File: config.mk
export PLATFORM = sky130hd
export DESIGN_NAME = dport_source
export DESIGN_NICKNAME = d
export VERILOG_FILES = /design/src/rtl/dport_source.sv
export SDC_FILE = /design/constraint.sdc
export NUM_CORES = 1
export LEC_CHECK = 0
export ABC_AREA = 1
export CAP_MARGIN = 0
export CORE_MARGIN = 2
export CORE_UTILIZATION = 64
export CTS_CLUSTER_DIAMETER = 60
export DETAILED_ROUTE_END_ITERATION = 10
export PLACE_DENSITY = 0.84
export SYNTH_ARGS = -nofsm -noshare
export SYNTH_HDL_FRONTEND = slang
export SYNTH_SLANG_ARGS = --single-unit
File: constraint.sdc
create_clock -name clk -period 4.75 [get_ports clk]
set_clock_uncertainty 0.2 [all_clocks]
set_input_delay 1.425 -clock clk [delete_from_list [all_inputs] [get_ports clk]]
set_output_delay 1.425 -clock clk [all_outputs]
set_load 0.1 [all_outputs]
File: src/rtl/dport_source.sv
// rtl/dport_source.sv - host-fed byte FIFO presenting a read port with end-of-stream tracking
//
// Purpose:
//   Bytes pushed by the host side are queued in a circular buffer and presented
//   head-first on the system read port. A push flagged with host_last closes the
//   stream: later pushes are ignored, and once that final byte has been popped
//   dport_eof stays high until reset.
//
// Ports:
//   clk          sole clock, rising edge
//   rst          asynchronous active-high reset
//   host_data    byte offered by the host
//   host_push    push strobe for host_data
//   host_last    marks the pushed byte as the final byte of the stream
//   host_full    high when the FIFO holds DEPTH bytes
//   dport_in     head byte while dport_valid, else 8'h00
//   dport_read   pop strobe from the system side
//   dport_valid  high while the FIFO holds at least one byte
//   dport_eof    high once the final byte has been popped
//   count        bytes currently held
//   overflow     sticky: a push was dropped because the FIFO was full
//   underflow    sticky: a pop was attempted while the FIFO was empty

module dport_source #(
    parameter int DEPTH = 16
) (
    input  logic                   clk,
    input  logic                   rst,
    input  logic [7:0]             host_data,
    input  logic                   host_push,
    input  logic                   host_last,
    output logic                   host_full,
    output logic [7:0]             dport_in,
    input  logic                   dport_read,
    output logic                   dport_valid,
    output logic                   dport_eof,
    output logic [$clog2(DEPTH):0] count,
    output logic                   overflow,
    output logic                   underflow
);

    localparam int AW = $clog2(DEPTH);
    localparam int CW = AW + 1;
    localparam logic [CW-1:0] FULL_COUNT = CW'(DEPTH);

    typedef enum logic [1:0] {
        S_STREAM,
        S_LAST_PENDING,
        S_EOF
    } state_t;

    state_t        state_q, state_d;
    logic [7:0]    mem_q [DEPTH];
    logic [AW-1:0] wr_ptr_q, wr_ptr_d;
    logic [AW-1:0] rd_ptr_q, rd_ptr_d;
    logic [AW-1:0] last_slot_q, last_slot_d;
    logic [CW-1:0] count_q, count_d;
    logic          overflow_q, overflow_d;
    logic          underflow_q, underflow_d;

    logic empty;
    logic full;
    logic pop_ok;
    logic push_req;
    logic push_ok;

    assign empty  = (count_q == '0);
    assign full   = (count_q == FULL_COUNT);
    assign pop_ok = dport_read && !empty;

    // Once the stream is closed, pushes are silently discarded: they are
    // neither stored nor counted as overflow.
    assign push_req = host_push && (state_q == S_STREAM);

    // A full FIFO can still take a byte if the head leaves in the same cycle.
    assign push_ok = push_req && (!full || pop_ok);

    always_comb begin
        state_d     = state_q;
        wr_ptr_d    = wr_ptr_q;
        rd_ptr_d    = rd_ptr_q;
        last_slot_d = last_slot_q;
        count_d     = count_q;
        overflow_d  = overflow_q;
        underflow_d = underflow_q;

        if (push_ok) begin
            wr_ptr_d = wr_ptr_q + AW'(1);
        end
        if (pop_ok) begin
            rd_ptr_d = rd_ptr_q + AW'(1);
        end

        case ({push_ok, pop_ok})
            2'b10:   count_d = count_q + CW'(1);
            2'b01:   count_d = count_q - CW'(1);
            default: count_d = count_q;
        endcase

        if (push_req && full && !pop_ok) begin
            overflow_d = 1'b1;
        end
        if (dport_read && empty) begin
            underflow_d = 1'b1;
        end

        case (state_q)
            S_STREAM: begin
                if (push_ok && host_last) begin
                    last_slot_d = wr_ptr_q;
                    state_d     = S_LAST_PENDING;
                end
            end
            S_LAST_PENDING: begin
                // No pushes are accepted here, so the recorded slot is the
                // youngest entry and is reached only when it is the last one.
                if (pop_ok && (rd_ptr_q == last_slot_q)) begin
                    state_d = S_EOF;
                end
            end
            S_EOF: begin
                state_d = S_EOF;
            end
            default: begin
                state_d = S_STREAM;
            end
        endcase
    end

    always_ff @(posedge clk or posedge rst) begin
        if (rst) begin
            state_q     <= S_STREAM;
            wr_ptr_q    <= '0;
            rd_ptr_q    <= '0;
            last_slot_q <= '0;
            count_q     <= '0;
            overflow_q  <= 1'b0;
            underflow_q <= 1'b0;
        end else begin
            state_q     <= state_d;
            wr_ptr_q    <= wr_ptr_d;
            rd_ptr_q    <= rd_ptr_d;
            last_slot_q <= last_slot_d;
            count_q     <= count_d;
            overflow_q  <= overflow_d;
            underflow_q <= underflow_d;
        end
    end

    // Storage is deliberately not reset; emptiness is tracked by count_q,
    // which masks stale contents from dport_in.
    always_ff @(posedge clk) begin
        if (push_ok && !rst) begin
            mem_q[wr_ptr_q] <= host_data;
        end
    end

    assign dport_valid = !empty;
    assign dport_in    = dport_valid ? mem_q[rd_ptr_q] : 8'h00;
    assign host_full   = full;
    assign dport_eof   = (state_q == S_EOF);
    assign count       = count_q;
    assign overflow    = overflow_q;
    assign underflow   = underflow_q;

endmodule
==> results.ini, run 1 <==
[finish]
diodes = 0
design_area_um2 = 7570
drive_gt1_frac = 0.143
fillCellCount = 562
fin_util = 0.778
synthToLayoutAreaGrowth_pct = 19.0
nNetsFinal = 578

[yosys]
yosys.cell_types.count = 32
synth.top_cells.by_area = edfxtp_1 60%, dfrtp_1 8.3%, o21ai_0 5.5%, nor2_1 5.0%, o221ai_1 3.3%
synth_area_um2 = 6360
yosys_warnings = 0
synth_top_family_by_area = simple AND/OR/NAND/NOR gates
synthAdderAreaFrac = 0.0197
async_flop_share = 0.141
syn_inst = 516
synth_top_area_share = 0.604
seq_area_frac_synth = 0.687
yosysMostFrequentCell = edfxtp_1
synth_xor_area_frac = 0.0165
synth_compound_area_frac = 0.114
synth_edf_count = 128
syn-num-nets = 539
synth_top_flop_cell = edfxtp_1
synth_mux_area_frac = 0
synthSimpleGateAreaFrac = 0.124
synth_area_leader_cell = edfxtp_1
ys_ff_latch = 149
syn_avg_cell_area_um2 = 12.3
synth_common_cells = 128 x edfxtp_1, 85 x nor2_1, 70 x o21ai_0, 30 x nand2_1, 24 x o221ai_1

[power_and_ir_drop]
power_mw = 5.87
p_leak_nw = 2.70
powerDensity_nw_per_um2 = 776
vdd_drop_max_uv = 597

[global_route]
grt_pass1_vias = 4399
grt_pass1_wl_um = 23100
grt_use_total = 0.285
grt_max_degree = 68
gr-total-overflow = 0
antenna_found_initial = 0

[cts]
clock_latency_ns = 0.52
cts_hold_buf = 0
clock_sinks = 149
cts_tree = yes
cts.path.max_buffers = 2
cts-buffers-inserted = 17
root_buffer = clkbuf_8
ctsResizeCount = 0
cts.htree.levels = 4
clkSlewWorstSetupHoldPaths_ns = 0.06
post_cts.repair.setup_buffers = 0

[timing]
setup_tns_ns = 0
drv_slew = 0
rsz0062_at_grt = false
worst_slew_pin_slew_ns = 0.974
post-route-min-period_ns = 4.41
finalSetupViolCount = 0
timing.final.crit_share = 0.929
slew_headroom = 0.349
hold_viol_final = 0
whs_ns = 0.277
fmax_mhz = 227

[placed_design]
dpl.hpwl_um = 8800
place_congestion = 0.918
place.port_buffers = 30
place_area_um2 = 6900

[route]
remaining_drc_errors = 0
vias = 4342
wl_um = 14300
firstDrtPassIters = 5
via_per_inst = 6.19
drt-initial-drc-count = 529
wl_per_cell_um = 20.4
antenna_left = 0

[critical_path]
slowest_delay_ns = 0.53
arrival_ns = 2.79
end_kind = output port
cp.required_ns = 3.12
crit_type = reg2out
cp_slowest_cell = buf_4
r2r_end = mem_q[10][1]
rr_worst_depth = 8
crit_buf_inv = 2
r2r_slack_ns = 1.94
worst-path-stages = 8
crit_family = compound AO/OA/AOI/OAI gates
cp-startpoint = rd_ptr_q[0]
start_kind = flop
cp_cell_sequence = buf_4, o21ai_0, o22ai_1, nor2_1, nor2_1, o21ai_1, a21oi_1, buf_12
crit_fanout = 67
crit_end = dport_in[7]
cp_common_cell = nor2_1
r2r_start = state_q[1]

[floorplan]
fp.coreArea_um2 = 9730
ios = 31
rows = 36
die_w_um = 104
die_y_um = 104
die_area_um2 = 10800
start_util = 0.654

[flow_run]
drv_cap = 0

[status]
status = complete, no violations

[worst_hold_path]
min_path_type = reg2reg
worstHoldPathCells = 1

==> logic make-up after synthesis <==
group	Yosys count
flip-flops	149
adder cells (fa/ha/maj)	10
AND/OR/NAND/NOR	166
buffers and inverters	56
AO/OA/AOI/OAI	123
XOR/XNOR	12
==> sequential cells by signal, summed over array words and instances, names as in the netlist <==
name         flops
mem_q          128
count            5
last_slot_q      4
rd_ptr_q         4
wr_ptr_q         4
state_q          2
overflow         1
underflow        1
==> metal layers <==
layer | global-route usage | vias up | routed length [µm] | share of wire
li1 | - | 1951 | - | -
met1 | 0.351 | 2076 | 5290 | 0.37
met2 | 0.474 | 281 | 7300 | 0.51
met3 | 0.0799 | 34 | 1310 | 0.092
met4 | 0.129 | 0 | 391 | 0.027
met5 | 0 | - | 0 | 0
==> cell type report <==
| class | count | area, µm² | share of cell area |
|---|---|---|---|
| Clock buffer | 17 | 414 | 0.0547 |
| Inverter | 31 | 126 | 0.0167 |
| Clock inverter | 15 | 258 | 0.0341 |
| Multi-Input combinational cell | 311 | 1740 | 0.230 |
| Timing Repair Buffer | 45 | 490 | 0.0648 |
| Tap cell | 133 | 166 | 0.0220 |
| Sequential cell | 149 | 4370 | 0.578 |
==> layout by cell type, fill, tap and decap left out, types with 3 or more instances in the layout <==
cell	Yosys	final
o221ai_1	24	24
edfxtp_1	128	128
inv_1	22	22
a21oi_1	10	10
clkbuf_16	0	16
xor2_1	8	8
nor2_1	85	85
buf_12	0	8
inv_2	4	4
nand2_4	4	4
nor3_1	8	8
clkinvlp_4	0	3
o21ai_0	70	70
nand3_1	16	16
bufinv_16	0	7
nand2_1	30	30
clkdlybuf4s50_1	0	21
ha_1	10	10
nor2_4	4	4
buf_4	3	16
o21ai_1	7	7
clkinv_1	2	5
o22ai_1	9	9
nand2_2	9	9
dfrtp_1	21	20
xnor2_1	4	4
nand4_1	6	6
==> per-stage QoR <==
step / cells / setup WS, ns
global route: 701 / 0.274
CTS: 701 / 0.403
finish: 701 / 0.339
floorplan: 516 / -0.0445
global placement: 669 / 0.952
detailed placement: 669 / 0.815
==> worst min path at each step <==
stage                              start        endpoint
final                           overflow        overflow
after global routing           underflow       underflow
after CTS                      underflow       underflow
after detailed placement       underflow       underflow
after global placement         underflow       underflow
after floorplan           last_slot_q[3]  last_slot_q[3]
==> power by group <==
group	internal, mW	switching [mW]	total, mW	leakage (nW)
registers	1.53	0.104	1.64	1.40
logic	0.805	1.92	2.72	0.978
clock network	1.01	0.504	1.51	0.317
total	3.34	2.53	5.87	2.70
(Power assumes the default switching activity.)
==> run 2, diff against run 1 <==
--- a/config.mk
+++ b/config.mk
@@ -7,11 +7,14 @@
 export LEC_CHECK = 0
 export ABC_AREA = 1
 export CAP_MARGIN = 0
+export CELL_PAD_IN_SITES_DETAIL_PLACEMENT = 0
+export CELL_PAD_IN_SITES_GLOBAL_PLACEMENT = 1
 export CORE_MARGIN = 2
-export CORE_UTILIZATION = 64
+export CORE_UTILIZATION = 44
 export CTS_CLUSTER_DIAMETER = 60
 export DETAILED_ROUTE_END_ITERATION = 10
-export PLACE_DENSITY = 0.84
+export PLACE_DENSITY_LB_ADDON = 0.1
 export SYNTH_ARGS = -nofsm -noshare
 export SYNTH_HDL_FRONTEND = slang
 export SYNTH_SLANG_ARGS = --single-unit
+export TNS_END_PERCENT = 1
==> constraint.sdc (replaced) <==
create_clock -name clk -period 3.7 [get_ports clk]
set_clock_uncertainty 0.2 [all_clocks]
set_input_delay 1.11 -clock clk [delete_from_list [all_inputs] [get_ports clk]]
set_output_delay 1.11 -clock clk [all_outputs]
set_load 0.1 [all_outputs]
==> run 2 against run 1 <==
First-iteration DRC count decreased by 14%. Worst hold slack improved by 0.0070 ns. Sequential power increased by 28%. Die area increased by 44%. Critical path depth decreased by 1. Count of clock-buffer cells in the layout increased by 7. Worst setup slack got worse by 0.27 ns. Register-to-register slack got worse by 0.66 ns. Total power increased by 30%. Critical path type unchanged. Critical endpoint is now dport_in[1].
==> results.ini, run 2 (synthesis gave the netlist of run 1 again) <==
[status]
status = complete, no violations

[cts]
cts_tree = yes
post_cts.repair.setup_buffers = 0  ; unchanged
cts.path.max_buffers = 2  ; unchanged
cts-buffers-inserted = 17  ; unchanged
root_buffer = clkbuf_16
clock_latency_ns = 0.43  ; -0.09 ns
clock_sinks = 149  ; unchanged
cts.htree.levels = 4  ; unchanged
clkSlewWorstSetupHoldPaths_ns = 0.06  ; about the same

[route]
vias = 4196  ; -3.4%
firstDrtPassIters = 5  ; unchanged
via_per_inst = 5.51  ; -11%
remaining_drc_errors = 0  ; unchanged
drt-initial-drc-count = 457  ; -14%
wl_um = 15200  ; +6.4%
wl_per_cell_um = 20.0  ; -2.1%
antenna_left = 0  ; unchanged

[floorplan]
start_util = 0.455  ; -0.199
rows = 43  ; +19%
die_area_um2 = 15400  ; +44%
ios = 31  ; unchanged
die_w_um = 124  ; +20%
die_y_um = 124  ; +20%
fp.coreArea_um2 = 14000  ; +44%

[power_and_ir_drop]
pwr-share-comb = 0.474  ; +0.010
swShare = 0.432  ; +0.00102
vdd_drop_max_uv = 674  ; +13%
power_frac_seq = 0.274  ; -0.005
power_mw = 7.64  ; +30%
p_sw_mw = 3.30  ; +31%
powerDensity_nw_per_um2 = 986  ; +27%
clkPwrFrac = 0.251  ; -0.006
intPower_mw = 4.35  ; +30%
p_leak_nw = 2.80  ; +3.7%

[global_route]
grt_pass1_vias = 4180  ; -5.0%
grt_max_degree = 36  ; -47%
grt_use_total = 0.208  ; -0.0777
grt_pass1_wl_um = 23800  ; +3.0%
antenna_found_initial = 0  ; unchanged
gr-total-overflow = 0  ; unchanged

[finish]
design_area_um2 = 7750  ; +2.4%
diodes = 0  ; unchanged
regMostFlops = mem_q
nNetsFinal = 592  ; +2.4%
layout.area.seq_um2 = 4370  ; unchanged
synthToLayoutAreaGrowth_pct = 21.9
fin_util = 0.554  ; -0.224
fillCellCount = 1242  ; +120%
multi_input_area_um2 = 1780  ; +2.1%
drive_gt1_frac = 0.196  ; +0.0533
mostFrequentLayoutCell = edfxtp_1
largest_reg_flops = 128  ; unchanged
stdcell_count = 762  ; +8.7%
layout_common_cells = 128 x edfxtp_1, 85 x nor2_1, 70 x o21ai_0, 37 x buf_4, 30 x nand2_1

[critical_path]
start_kind = flop
crit_family = compound AO/OA/AOI/OAI gates
cp_cell_sequence = inv_2, buf_4, o21ai_0, o221ai_1, nand3_1, a21oi_2, buf_12
crit_fanout = 23  ; -66%
crit_type = reg2out
end_kind = output port
cp_slowest_cell = dfrtp_2
cp.required_ns = 2.39  ; -0.73 ns
crit_buf_inv = 3  ; +1
slowest_delay_ns = 0.42  ; -0.11 ns
arrival_ns = 2.32  ; -0.47 ns

[timing]
finalSetupViolCount = 0  ; unchanged
fmax_mhz = 276
worst_slew_pin_slew_ns = 0.833  ; -0.140 ns
rsz0062_at_grt = true
hold_viol_final = 0  ; unchanged
timing.final.crit_share = 0.980
slew_headroom = 0.444  ; +0.0950
drv_slew = 0  ; unchanged
post-route-min-period_ns = 3.63

[placed_design]
place_congestion = 0.796  ; -13%
place.port_buffers = 30  ; unchanged
dpl.cell_count = 730  ; +9.1%
dpl.hpwl_um = 10200  ; +16%
place_area_um2 = 7070  ; +2.5%

[worst_hold_path]
min_path_type = reg2reg

[flow_run]
drv_cap = 0  ; unchanged

[run 2: cell count changes in the layout (fill, tap and decap cells not counted), sizes merged]
cell / change
buf: +23
clkdlybuf4s50: -9
clkbuf: +7
bufinv: -2
clkinv: -2
clkinvlp: -2
inv: -1
[run 2: power groups by stage]
stage	sequential, mW	combinational [mW]	clock (mW)
finish	2.10	3.63	1.92
global route	2.12	3.87	2.02
CTS	2.10	3.63	1.95
detailed placement	2.13	3.62	0
global placement	2.13	3.61	0
floorplan	2.35	2.28	0
[run 2: cell type report]
class	instances	area share
sequential	149	0.564
multi-input combinational	311	0.229
timing repair buffer	59	0.0749
clock buffer	24	0.0647
tap	180	0.0291
clock inverter	8	0.0216
inverter	31	0.0163
[run 2: final timing paths]
kind                            depth (start not counted)          end   startpoint  slack (ns)
worst max-delay path                                    7  dport_in[1]  rd_ptr_q[0]        0.07
worst min-delay path                                    1     overflow     overflow        0.28
worst max register to register                          9  mem_q[1][0]   state_q[0]        1.28
worst min register to register                          1     overflow     overflow        0.28
max in group asynchronous                               2  rd_ptr_q[0]          rst        1.57
min in group asynchronous                               2  rd_ptr_q[0]          rst        1.16
[run 2: repair_timing]
action,in CTS,in global routing
setup endpoints to repair,0,3
resized for setup,0,3
hold buffers,0,0
[run 2: metrics by stage]
step / setup slack, ns / TNS [ns] / hold slack, ns
6_report: 0.0722 / 0 / 0.284
5_1_grt: -0.0124 / -0.0191 / 0.297
4_1_cts: 0.0588 / 0 / 0.286
3_5_place_dp: 0.418 / 0 / 0.264
3_3_place_gp: 0.463 / 0 / 0.264
2_1_floorplan: -0.242 / -1.93 / 0.272
[run 2: per-layer routing]
layer  wire [µm]  global-route usage  vias to the layer above
met5           0                   0                        -
li1            -                   -                     1975
met1        6840               0.282                     2081
met4         221              0.0720                        0
met3         720              0.0473                       20
met2        7440               0.331                      120
==> run 3, diff against run 2 <==
--- a/config.mk
+++ b/config.mk
@@ -10,8 +10,10 @@
 export CELL_PAD_IN_SITES_DETAIL_PLACEMENT = 0
 export CELL_PAD_IN_SITES_GLOBAL_PLACEMENT = 1
 export CORE_MARGIN = 2
-export CORE_UTILIZATION = 44
+export CORE_UTILIZATION = 46
+export CTS_BUF_LIST = sky130_fd_sc_hd__clkbuf_4 sky130_fd_sc_hd__clkbuf_8
 export CTS_CLUSTER_DIAMETER = 60
+export CTS_CLUSTER_SIZE = 10
 export DETAILED_ROUTE_END_ITERATION = 10
 export PLACE_DENSITY_LB_ADDON = 0.1
 export SYNTH_ARGS = -nofsm -noshare
==> run 3 against run 2 <==
Clock power is 38% lower. Core utilization is 0.27 points higher. Worst setup slack better by 0.051 ns. Flip-flop and latch count stayed put. Non-clock buffer count is 4 lower. Register-to-register slack better by 0.07 ns. Global-route usage is 1.1 points higher. Fmax is 1.4% higher. Combinational power is 1% lower. Largest power group unchanged. Highest routed layer unchanged.
==> results.ini, run 3 (synthesis gave the netlist of run 1 again) <==
[finish]
regMostFlops = mem_q
multi_input_area_um2 = 1770  ; -0.35%
layout.area.seq_um2 = 4370  ; unchanged
fillCellCount = 1162  ; -6.4%
nNetsFinal = 588  ; -0.68%
fin_util = 0.557  ; +0.00269
layout_common_cells = 128 x edfxtp_1, 85 x nor2_1, 70 x o21ai_0, 31 x buf_4, 30 x nand2_1
diodes = 0  ; unchanged
largest_reg_flops = 128  ; unchanged
mostFrequentLayoutCell = edfxtp_1
drive_gt1_frac = 0.187  ; -0.00870
synthToLayoutAreaGrowth_pct = 16.8

[cts]
root_buffer = clkbuf_8
clkSlewWorstSetupHoldPaths_ns = 0.08  ; +0.02 ns
cts.path.max_buffers = 2  ; unchanged
clock_latency_ns = 0.44  ; about the same
clock_sinks = 149  ; unchanged
cts_tree = yes
cts-buffers-inserted = 17  ; unchanged
cts.htree.levels = 4  ; unchanged

[timing]
whs_ns = 0.284  ; +0.000907 ns
finalSetupViolCount = 0  ; unchanged
fin_ws_ns = 0.123  ; +0.0511 ns
drv_slew = 0  ; unchanged
setup_tns_ns = 0  ; unchanged
slew_headroom = 0.462  ; +0.0183
fmax_mhz = 280  ; +1.4%
post-route-min-period_ns = 3.58  ; -0.0511 ns
worst_slew_pin_slew_ns = 0.804  ; -0.0291 ns
timing.final.crit_share = 0.967  ; -0.0138
hold_viol_final = 0  ; unchanged

[global_route]
busiest_layer = met2
grt_use_total = 0.218  ; +0.0107
met3_usage = 0.0492  ; +0.00183
grt_max_degree = 36  ; unchanged
gr-total-overflow = 0  ; unchanged
grt_pass1_vias = 4321  ; +3.4%
antenna_found_initial = 0  ; unchanged
grt_pass1_wl_um = 23600  ; -0.96%
grt_use_met1 = 0.287  ; +0.00560
grt_util_met2 = 0.353  ; +0.0221

[route]
drt-initial-drc-count = 526  ; +15%
antenna_left = 0  ; unchanged
via_per_inst = 5.55  ; +0.79%
firstDrtPassIters = 7  ; +2
wl_per_cell_um = 19.8  ; -0.73%
remaining_drc_errors = 0  ; unchanged
vias = 4179  ; -0.41%
wl_um = 14900  ; -1.9%

[critical_path]
start_kind = flop
crit_type = reg2out
arrival_ns = 2.27  ; -0.05 ns
end_kind = output port
slowest_delay_ns = 0.39  ; -0.03 ns
r2r_slack_ns = 1.35  ; +0.07 ns
rr_worst_depth = 9  ; unchanged
cp.required_ns = 2.39  ; about the same
r2r_end = mem_q[10][0]
cp_cell_sequence = buf_4, o21ai_0, o221ai_1, nand3_1, a21oi_2, buf_12
r2r_start = state_q[0]
crit_fanout = 32  ; +39%
cp_slowest_cell = dfrtp_2

[floorplan]
die_w_um = 122  ; -2.1%
die_area_um2 = 14800  ; -4.2%
ios = 31  ; unchanged
fp.coreArea_um2 = 13300  ; -4.6%
die_y_um = 122  ; -2.1%
start_util = 0.476  ; +0.0218
rows = 42  ; -2.3%

[power_and_ir_drop]
vdd_drop_max_uv = 618  ; -8.3%
power_mw = 6.88  ; -9.9%
p_leak_nw = 2.64  ; -5.5%
powerDensity_nw_per_um2 = 926  ; -6.1%

[worst_hold_path]
worstHoldPathCells = 1  ; unchanged
min_path_type = reg2reg
hold_path_startpoint = overflow
worstHoldEndpoint = overflow

[placed_design]
dpl.hpwl_um = 9730  ; -4.2%
place.port_buffers = 30  ; unchanged
place_congestion = 0.823  ; +3.4%
place_ws_ns = 0.464  ; +0.0454 ns

[status]
status = complete, no violations

[flow_run]
drv_cap = 0  ; unchanged

-- run 3: changes by cell type in the layout (fill, tap and decap cells not counted), sizes merged --
cell / before / now
clkbuf: 24 / 20
clkinvlp: 1 / 2
buf: 47 / 43
clkinv: 4 / 9
bufinv: 5 / 2
-- run 3: critical path, delay by kind of cell, from the launching register on --
family | cells | cell delay [ns]
AO/OA/AOI/OAI | 3 | 0.75
buffers and inverters | 2 | 0.51
flip-flops | 1 | 0.39
AND/OR/NAND/NOR | 1 | 0.17
-- run 3: cell type report --
class	count	share of cell area
Tap cell	176	0.0296
Clock inverter	11	0.0150
Clock buffer	20	0.0345
Inverter	31	0.0170
Timing Repair Buffer	55	0.0773
Sequential cell	149	0.588
Multi-Input combinational cell	311	0.238
-- run 3: power by group --
group	switching [mW]	internal [mW]	leakage [nW]
sequential	0.137	1.96	1.40
combinational	2.50	1.09	1.05
clock	0.586	0.608	0.187
-- run 3: routing by layer --
| metal | up-vias | wire [µm] |
|---|---|---|
| met5 | - | 0 |
| met4 | 0 | 335 |
| met3 | 26 | 682 |
| met2 | 119 | 7220 |
| met1 | 2076 | 6680 |
| li1 | 1958 | - |
-- run 3: worst max-delay path by stage --
stage / start / end / slack, ns / depth (start not counted)
2_1_floorplan: count[0] / dport_in[0] / -0.24 / 4
3_3_place_gp: dport_read / mem_q[10][6] / 0.47 / 8
3_5_place_dp: dport_read / mem_q[7][4] / 0.46 / 8
4_1_cts: rd_ptr_q[1] / dport_in[3] / 0.02 / 7
5_1_grt: rd_ptr_q[1] / dport_in[6] / -0.005 / 9
6_report: rd_ptr_q[0] / dport_in[3] / 0.12 / 6
-- run 3: timing repair --
action                     in CTS  in global routing
hold buffers                    0                  0
setup buffers                   0                  0
resized for setup               0                  5
setup endpoints to repair       0                  5
-- run 3: through the flow --
step | std cells | instance area (µm²)
final | 753 | 7430
after global placement | 722 | 7040
after detailed placement | 722 | 7040
after floorplan | 516 | 6390
after global routing | 753 | 7430
after CTS | 753 | 7410
